==> config.mk <==
export PLATFORM = sky130hd
export DESIGN_NAME = bird_ctrl
export DESIGN_NICKNAME = d
export VERILOG_FILES = /design/src/rtl/bird_pkg.sv /design/src/rtl/flap_latch.sv /design/src/rtl/bird_ctrl.sv
export SDC_FILE = /design/constraint.sdc
export NUM_CORES = 1
export LEC_CHECK = 0
export CORE_MARGIN = 2
export CORE_UTILIZATION = 43
export CTS_CLUSTER_SIZE = 30
export DETAILED_ROUTE_END_ITERATION = 8
export PLACE_DENSITY = 0.74
export SYNTH_ARGS = -nofsm -noshare
export SYNTH_HDL_FRONTEND = slang
export SYNTH_SLANG_ARGS = --single-unit
==> constraint.sdc <==
create_clock -name clk -period 1.8 [get_ports clk]
set_input_delay 0.18 -clock clk [delete_from_list [all_inputs] [get_ports clk]]
set_output_delay 0.18 -clock clk [all_outputs]
set_load 0.05 [all_outputs]
==> src/rtl/bird_pkg.sv <==
// Shared constants and types for the bird column, pipe scroller and display mux.
package bird_pkg;

    localparam int unsigned BIRD_ROWS     = 8;
    localparam int unsigned BIRD_FALL_DIV = 4;
    localparam int unsigned SCORE_W       = 8;

    typedef enum logic [1:0] {
        S_IDLE,
        S_PLAY,
        S_OVER
    } bird_state_t;

    // Counter width for a range of n values, never narrower than one bit.
    function automatic int unsigned cnt_width(input int unsigned n);
        return (n > 1) ? $clog2(n) : 1;
    endfunction

endpackage

==> src/rtl/flap_latch.sv <==
// Button edge detector with a pending-flap latch held until a tick consumes it.
module flap_latch (
    input  logic clk,
    input  logic reset,
    input  logic flap,
    input  logic consume,
    output logic pend
);

    logic flap_q;
    logic pend_q;
    logic rise_c;

    assign rise_c = flap & ~flap_q;

    // A same-cycle edge is visible immediately so a coincident tick can consume it.
    assign pend = pend_q | rise_c;

    always_ff @(posedge clk) begin
        if (reset) begin
            flap_q <= 1'b0;
            pend_q <= 1'b0;
        end else begin
            flap_q <= flap;
            pend_q <= pend & ~consume;
        end
    end

endmodule

==> src/rtl/bird_ctrl.sv <==
// Bird column controller: position, gravity timing, collision, game state and score.
module bird_ctrl
    import bird_pkg::*;
#(
    parameter int unsigned ROWS      = BIRD_ROWS,
    parameter int unsigned FALL_DIV  = BIRD_FALL_DIV,
    parameter int unsigned START_ROW = ROWS / 2
) (
    input  logic               clk,
    input  logic               reset,
    input  logic               tick,
    input  logic               flap,
    input  logic [ROWS-1:0]    pipe_col,
    input  logic               pass,
    output logic [ROWS-1:0]    bird_row,
    output logic               playing,
    output logic               over,
    output logic [SCORE_W-1:0] score
);

    localparam int unsigned POS_W  = cnt_width(ROWS);
    localparam int unsigned FALL_W = cnt_width(FALL_DIV);

    localparam logic [POS_W-1:0]  POS_MAX   = POS_W'(ROWS - 1);
    localparam logic [POS_W-1:0]  POS_START = POS_W'(START_ROW);
    localparam logic [FALL_W-1:0] FALL_MAX  = FALL_W'(FALL_DIV - 1);

    bird_state_t        state_q;
    logic [POS_W-1:0]   pos_q;
    logic [FALL_W-1:0]  fall_q;
    logic [ROWS-1:0]    bird_row_q;
    logic               playing_q;
    logic               over_q;
    logic [SCORE_W-1:0] score_q;

    logic pend_c;
    logic consume_c;
    logic hit_c;

    // IDLE always swallows the start flap; PLAY consumes on each tick.
    assign consume_c = (state_q == S_IDLE) || ((state_q == S_PLAY) && tick);
    assign hit_c     = |(bird_row_q & pipe_col);

    flap_latch u_flap_latch (
        .clk     (clk),
        .reset   (reset),
        .flap    (flap),
        .consume (consume_c),
        .pend    (pend_c)
    );

    always_ff @(posedge clk) begin
        if (reset) begin
            state_q    <= S_IDLE;
            pos_q      <= POS_START;
            fall_q     <= '0;
            bird_row_q <= ROWS'(1) << START_ROW;
            playing_q  <= 1'b0;
            over_q     <= 1'b0;
            score_q    <= '0;
        end else begin
            case (state_q)
                S_IDLE: begin
                    if (pend_c) begin
                        state_q   <= S_PLAY;
                        playing_q <= 1'b1;
                    end
                end

                S_PLAY: begin
                    if (pass && (score_q != '1)) begin
                        score_q <= score_q + SCORE_W'(1);
                    end

                    // Collision wins over a same-cycle tick and freezes motion.
                    if (hit_c) begin
                        state_q   <= S_OVER;
                        playing_q <= 1'b0;
                        over_q    <= 1'b1;
                    end else if (tick) begin
                        if (pend_c) begin
                            fall_q <= '0;
                            if (pos_q != POS_MAX) begin
                                pos_q      <= pos_q + POS_W'(1);
                                bird_row_q <= bird_row_q << 1;
                            end
                        end else if (fall_q == FALL_MAX) begin
                            fall_q <= '0;
                            if (pos_q != '0) begin
                                pos_q      <= pos_q - POS_W'(1);
                                bird_row_q <= bird_row_q >> 1;
                            end
                        end else begin
                            fall_q <= fall_q + FALL_W'(1);
                        end
                    end
                end

                S_OVER: begin
                end

                default: begin
                    state_q   <= S_IDLE;
                    playing_q <= 1'b0;
                    over_q    <= 1'b0;
                end
            endcase
        end
    end

    assign bird_row = bird_row_q;
    assign playing  = playing_q;
    assign over     = over_q;
    assign score    = score_q;

endmodule

==> implementation parameters <==
Parameter                              Value

Outcome
  Run status ... finished, final reports clean

Setup path
  Worst flop-to-flop path endpoint ... pos_q[2]
  Ordered cell list for the critical path ... clkdlybuf4s50_1
  Source of the worst register-to-register timing path ... u_flap_latch.pend_q
  Reg2reg setup slack ... 0.13 ns
  Termination of the worst setup path ... score[6]
  Category of the worst setup path launch point ... flip-flop
  Kind of cell adding the most delay to the critical path ... buffers and inverters
  Worst Path Required ... 1.62 ns
  Instance count on the critical path ... 1
  Buffers and inverters on the worst path ... 1
  Critical-path top delay cell ... sky130_fd_sc_hd__clkdlybuf4s50_1
  Largest incremental delay on the critical path ... 0.83 ns
  Critical path endpoint category ... primary output
  Number of cells on the worst reg-to-reg path ... 7
  Launch point of the critical path ... score[6]
  Worst Setup Path Type ... flip-flop to primary output
  Worst Path Max Fanout ... 4
  WP data arrival ... 1.55 ns

Clock tree
  TritonCTS Sinks ... 26
  Clock-pin transition on the worst setup and hold timing paths ... 0.14 ns
  Number of buffers inserted for hold repair after clock tree synthesis ... 0
  Number of H-tree levels ... 1
  Clock tree from TritonCTS ... done
  Total clock buffers created by CTS ... 3
  Clock tree buffer depth ... 2
  Clock insertion delay at the later pin of the skew report ... 0.31 ns
  Cell at the root of the clock tree ... sky130_fd_sc_hd__clkbuf_4

Yosys
  Count of state elements after synthesis ... 26
  Average cell area after synthesis ... 8.89 um^2
  Post-synthesis async set-or-reset flop share ... 0
  Sequential share of the synthesized area ... 0.409
  Number of standard cells after synthesis ... 143
  Most used flip-flop cell after synthesis ... sky130_fd_sc_hd__dfxtp_1
  Library cell occupying the most area in the post-synthesis netlist ... sky130_fd_sc_hd__dfxtp_1
  Combined area of all synthesized cells ... 1270 um^2
  Netlist cell types ... 39
  Largest cells by area after synthesis ... sky130_fd_sc_hd__dfxtp_1, sky130_fd_sc_hd__a311oi_2, sky130_fd_sc_hd__nand2_1, sky130_fd_sc_hd__nor2_1, sky130_fd_sc_hd__a21oi_1
  Synthesized net count ... 159
  Number of enable flip-flop cells after synthesis ... 0
  Yosys warning total ... 0
  Fraction of post-synthesis cell area in the top cell type by area ... 0.409

Placed design
  Final RePlAce weighted congestion ... 0.763
  Place WS ... -0.294 ns
  HPWL after detailed placement ... 2.10 mm
  Placed cell count ... 206
  Count of input and output buffers ... 30

Floorplanning
  Area of the die ... 3410 um^2
  Starting density of the core ... 0.457
  Number of standard-cell rows in the floorplan ... 19
  Total core area ... 2780 um^2
  Floorplan die height ... 58.4 um
  I/O Pins ... 31
  Die boundary width ... 58.4 um

Route
  Overall via count from detail_route ... 1199
  Drt wl/cell ... 13.4 um
  DRT Wirelength ... 2.86 mm
  Post-detailed-route via-to-cell ratio ... 5.60
  Detailed Route Iter0 Violations ... 32
  Final routed DRC violation total ... 0
  Total iterations of the first detailed-routing run ... 4
  Post-detailed-route count of antenna-violating nets ... 0

GRT
  Global router's overall resource usage ... 0.170
  Antenna violations before repair ... 0
  GRT overflow ... 0
  Via count of the first global-routing pass ... 1116
  Pin count of the biggest net entering global routing ... 27
  Global-route wire length before repair ... 4.51 mm

STA
  Minimum hold slack ... 0.424 ns
  Period utilisation layout ... 0.963
  FMAX ... 577 MHz
  Final total negative setup slack ... 0 ns
  Pins Over Slew Limit ... 0
  Slew margin rel. ... 0.657
  Min Clock Period, post-route ... 1.73 ns
  Worst-case clock skew ... 0.00130 ns
  Pin slew with the least headroom to its limit ... 0.513 ns
  Total of endpoints with negative setup slack in the final report ... 0
  Number of hold violations in the final report ... 0
  Smallest setup slack after layout ... 0.0672 ns
  Setup repair after global routing missed its margin ... no

Power
  Leak ... 0.804 nW
  Worst voltage drop across the vdd grid ... 0.000527 V
  Power per cell area ... 638 nW/um^2

Layout
  Commonest non-fill, non-tap cell in the layout ... sky130_fd_sc_hd__dfxtp_1
  Post-layout instance count excluding filler cells ... 214
  Relative area change from synthesis to final layout ... 35.8%
  Share of layout cells above drive strength 1 ... 0.169
  Filler cells ... 269
  Most used cells in the layout excluding fill and tap cells ... sky130_fd_sc_hd__dfxtp_1, sky130_fd_sc_hd__nand2_1, sky130_fd_sc_hd__nor2_1
  Footprint of the flip-flops and latches ... 524 um^2
  Area of the multi-input gates ... 703 um^2
  Final core occ ... 0.621
  Number of antenna diodes ... 0
  Total Nets Final ... 200

Worst hold path
  Worst min path class ... primary input to flip-flop

Job
  Max-cap violations ... 0
-- stage by stage --
step	total power, mW	cell area [um^2]
after CTS	1.11	1670
final	1.10	1730
after floorplan	0.745	1270
after detailed placement	0.821	1630
after global routing	1.16	1730
after global placement	0.814	1630
-- layer usage --
layer | vias to the layer above | global-route usage | routed length, um
met5 | - | 0 | 0
met4 | 0 | 0.0598 | 17
met3 | 2 | 0.0286 | 160
met2 | 27 | 0.315 | 1470
met1 | 570 | 0.194 | 1210
li1 | 600 | - | -
-- layout make-up --
type	instances	area share
multi-input cells	108	0.407
flip-flops and latches	26	0.304
repair buffers	42	0.239
well taps	31	0.0225
clock buffers	4	0.0210
inverters	3	0.00652
-- cells in the mapped netlist (2+ instances only) --
cell and number:
sky130_fd_sc_hd__buf_6 2, sky130_fd_sc_hd__xor2_1 4, sky130_fd_sc_hd__nor2_1 19, sky130_fd_sc_hd__dfxtp_1 26
sky130_fd_sc_hd__nor2b_1 3, sky130_fd_sc_hd__a22oi_1 4, sky130_fd_sc_hd__a21oi_1 8, sky130_fd_sc_hd__ha_1 3
sky130_fd_sc_hd__xnor2_1 4, sky130_fd_sc_hd__nand4_1 5, sky130_fd_sc_hd__inv_1 3, sky130_fd_sc_hd__and4_1 3
sky130_fd_sc_hd__clkbuf_1 2, sky130_fd_sc_hd__a311oi_2 5, sky130_fd_sc_hd__nor3_1 4, sky130_fd_sc_hd__nand3_1 6
sky130_fd_sc_hd__nand2_1 20
-- cells by family after synthesis --
family | after synthesis | share of synthesized area
AOI/OAI and AO/OA | 27 | 0.188
DFF | 26 | 0.409
muxes | 1 | 0.00787
adders and majority gates | 3 | 0.0295
xor gates and xnor gates | 8 | 0.0551
and+or+nand+nor | 69 | 0.271
buffers and inverters | 9 | 0.0394
-- timing repair --
action                     4_1_cts  5_1_grt
cloned                           0        0
pin swaps                        0        2
buffers inserted                 0        4
gates resized for setup          2       13
setup endpoints to repair        2       17
-- how the worst min path moves through the flow --
stage                           start             endpoint  slack, ns  depth (start not counted)
after floorplan                  flap  u_flap_latch.flap_q       0.31                          1
after global placement    bird_row[7]          bird_row[7]       0.47                          2
after detailed placement  bird_row[7]          bird_row[7]       0.48                          2
after CTS                        flap  u_flap_latch.flap_q       0.42                          2
after global routing             flap  u_flap_latch.flap_q       0.40                          2
final                            flap  u_flap_latch.flap_q       0.42                          2
-- state kept, by name (all words and copies together) (netlist names) --
register,cells
score,8
fall_q,2
over,1
playing,1
bird_row,8
state_q,1
u_flap_latch.flap_q,1
u_flap_latch.pend_q,1
pos_q,3
-- where the power goes --
group / switching (mW) / internal, mW
clock: 0.171 / 0.124
combinational: 0.110 / 0.0859
sequential: 0.0194 / 0.593
No activity file was read; power rests on OpenSTA's default activity.
==> variant: new RTL, config.mk and constraints unchanged <==
The package constant `SCORE_W` goes from 8 to 10.
--- a/src/rtl/bird_pkg.sv
+++ b/src/rtl/bird_pkg.sv
@@ -3,7 +3,7 @@
 
     localparam int unsigned BIRD_ROWS     = 8;
     localparam int unsigned BIRD_FALL_DIV = 4;
-    localparam int unsigned SCORE_W       = 8;
+    localparam int unsigned SCORE_W       = 10;
 
     typedef enum logic [1:0] {
         S_IDLE,
Ports: changed (resized score); port bits go from 31 to 33. The function was not compared with the original's and may differ.
==> variant against the unedited design <==
  * Total power is 18% higher
  * Sequential cell count is 2 higher
  * Cell area is 14% higher
  * Clock skew is 17 ps higher
  * Register-to-register slack worse by 110 ps
  * Synthesized area is 4.5% higher
  * Sequential power is 6.4% higher
  * Routed wire length is 20% higher
  * Worst setup slack worse by 45 ps
  * Critical endpoint is now fall_q[0]$_SDFFE_PP0P_
  * Largest cell class unchanged
  * Largest power group unchanged
==> variant: results (changes against the unedited design) <==
Placed design
  – # placed instances: 229 (+11%)
  – Buffers on Ports: 32 (+6.7%)
  – DP Area: 1810 um2 (+11%)
  – Post-Place Worst Slack: -421 ps (-127 ps)

Power and ir drop
  – Sequential power: 0.000652 W (+6.4%)
  – LEAKAGE: 0.843 nW (+4.9%)
  – Switching part of the total: 25.9% (-1.3 points)

Drt
  – DR WL met2: 1.66 mm (+13%)
  – Starting DRT DRC Count: 63 (+97%)
  – Met1 wire length: 1.52 mm (+26%)
  – Vias/cell: 5.69 (+1.6%)

GRT
  – Global-route wire length before repair: 5.37 mm (+19%)
  – M3 GR Usage: 1.97% (-0.89 points)
  – Met2 Usage GRT: 31.1% (-0.38 points)
  – Largest net degree at the start of global routing: 17 (-37%)

Status
  – Status: finished, final reports clean

Synthesis
  – Yosys cell types: 40 (+2.6%)
  – Syn_nets: 168 (+5.7%)
  – Avg Inst Size Synth: 8.74 um2 (-1.7%)
  – Post-synthesis mux area share: 1.69% (+0.91 points)
  – Area contributors post-synth: dfxtp_1 42%, a21oi_1 5.6%, nand2_1 5.4%, xor2_1 5.3%, nor2_1 3.4%
  – Post-synthesis xor/xnor area fraction: 5.93% (+0.42 points)
  – Synth Area in Compound Gates: 20.0% (+1.2 points)

Timing
  – Tcrit/Tclk final: 98.7% (+2.5 points)
  – Skew final: 18.4 ps (+17.1 ps)

Final layout
  – Share of cells above drive strength 1: 26.5% (+9.5 points)

Clock tree
  – Resized Gates After CTS: 4 (+2)
  – Reg clk slew, reported paths: 170 ps (+30 ps)

Setup path
  – CP max stage delay: 480 ps (-350 ps)
  – Slowest stage cell on the critical path: or4_1
==> variant: changes by cell type after synthesis, sizes merged, moves of 3 or more <==
cell	unedited run	this run
a21oi	8	15
nor2	19	12
o21ai	1	7
xor2	4	8
xnor2	4	1
==> variant: worst paths after layout <==
check                            from                             end  slack [ps]  cells past startpoint
min                              flap  u_flap_latch.flap_q$_SDFF_PP0_         410                      2
min reg2reg    fall_q[1]$_SDFFE_PP0P_          fall_q[1]$_SDFFE_PP0P_         470                      2
max          bird_row[2]$_SDFFE_PP0P_          fall_q[0]$_SDFFE_PP0P_          20                      5
max reg2reg  bird_row[2]$_SDFFE_PP0P_          fall_q[0]$_SDFFE_PP0P_          20                      5
==> variant: layout make-up <==
| type | instances | area [um2] |
|---|---|---|
| clock inverter | 1 | 30.0 |
| multi-input combinational | 116 | 779 |
| sequential | 28 | 582 |
| inverter | 3 | 11.3 |
| fill | 250 | 1040 |
| clock buffer | 3 | 22.5 |
| tap | 33 | 41.3 |
| timing repair buffer | 53 | 498 |
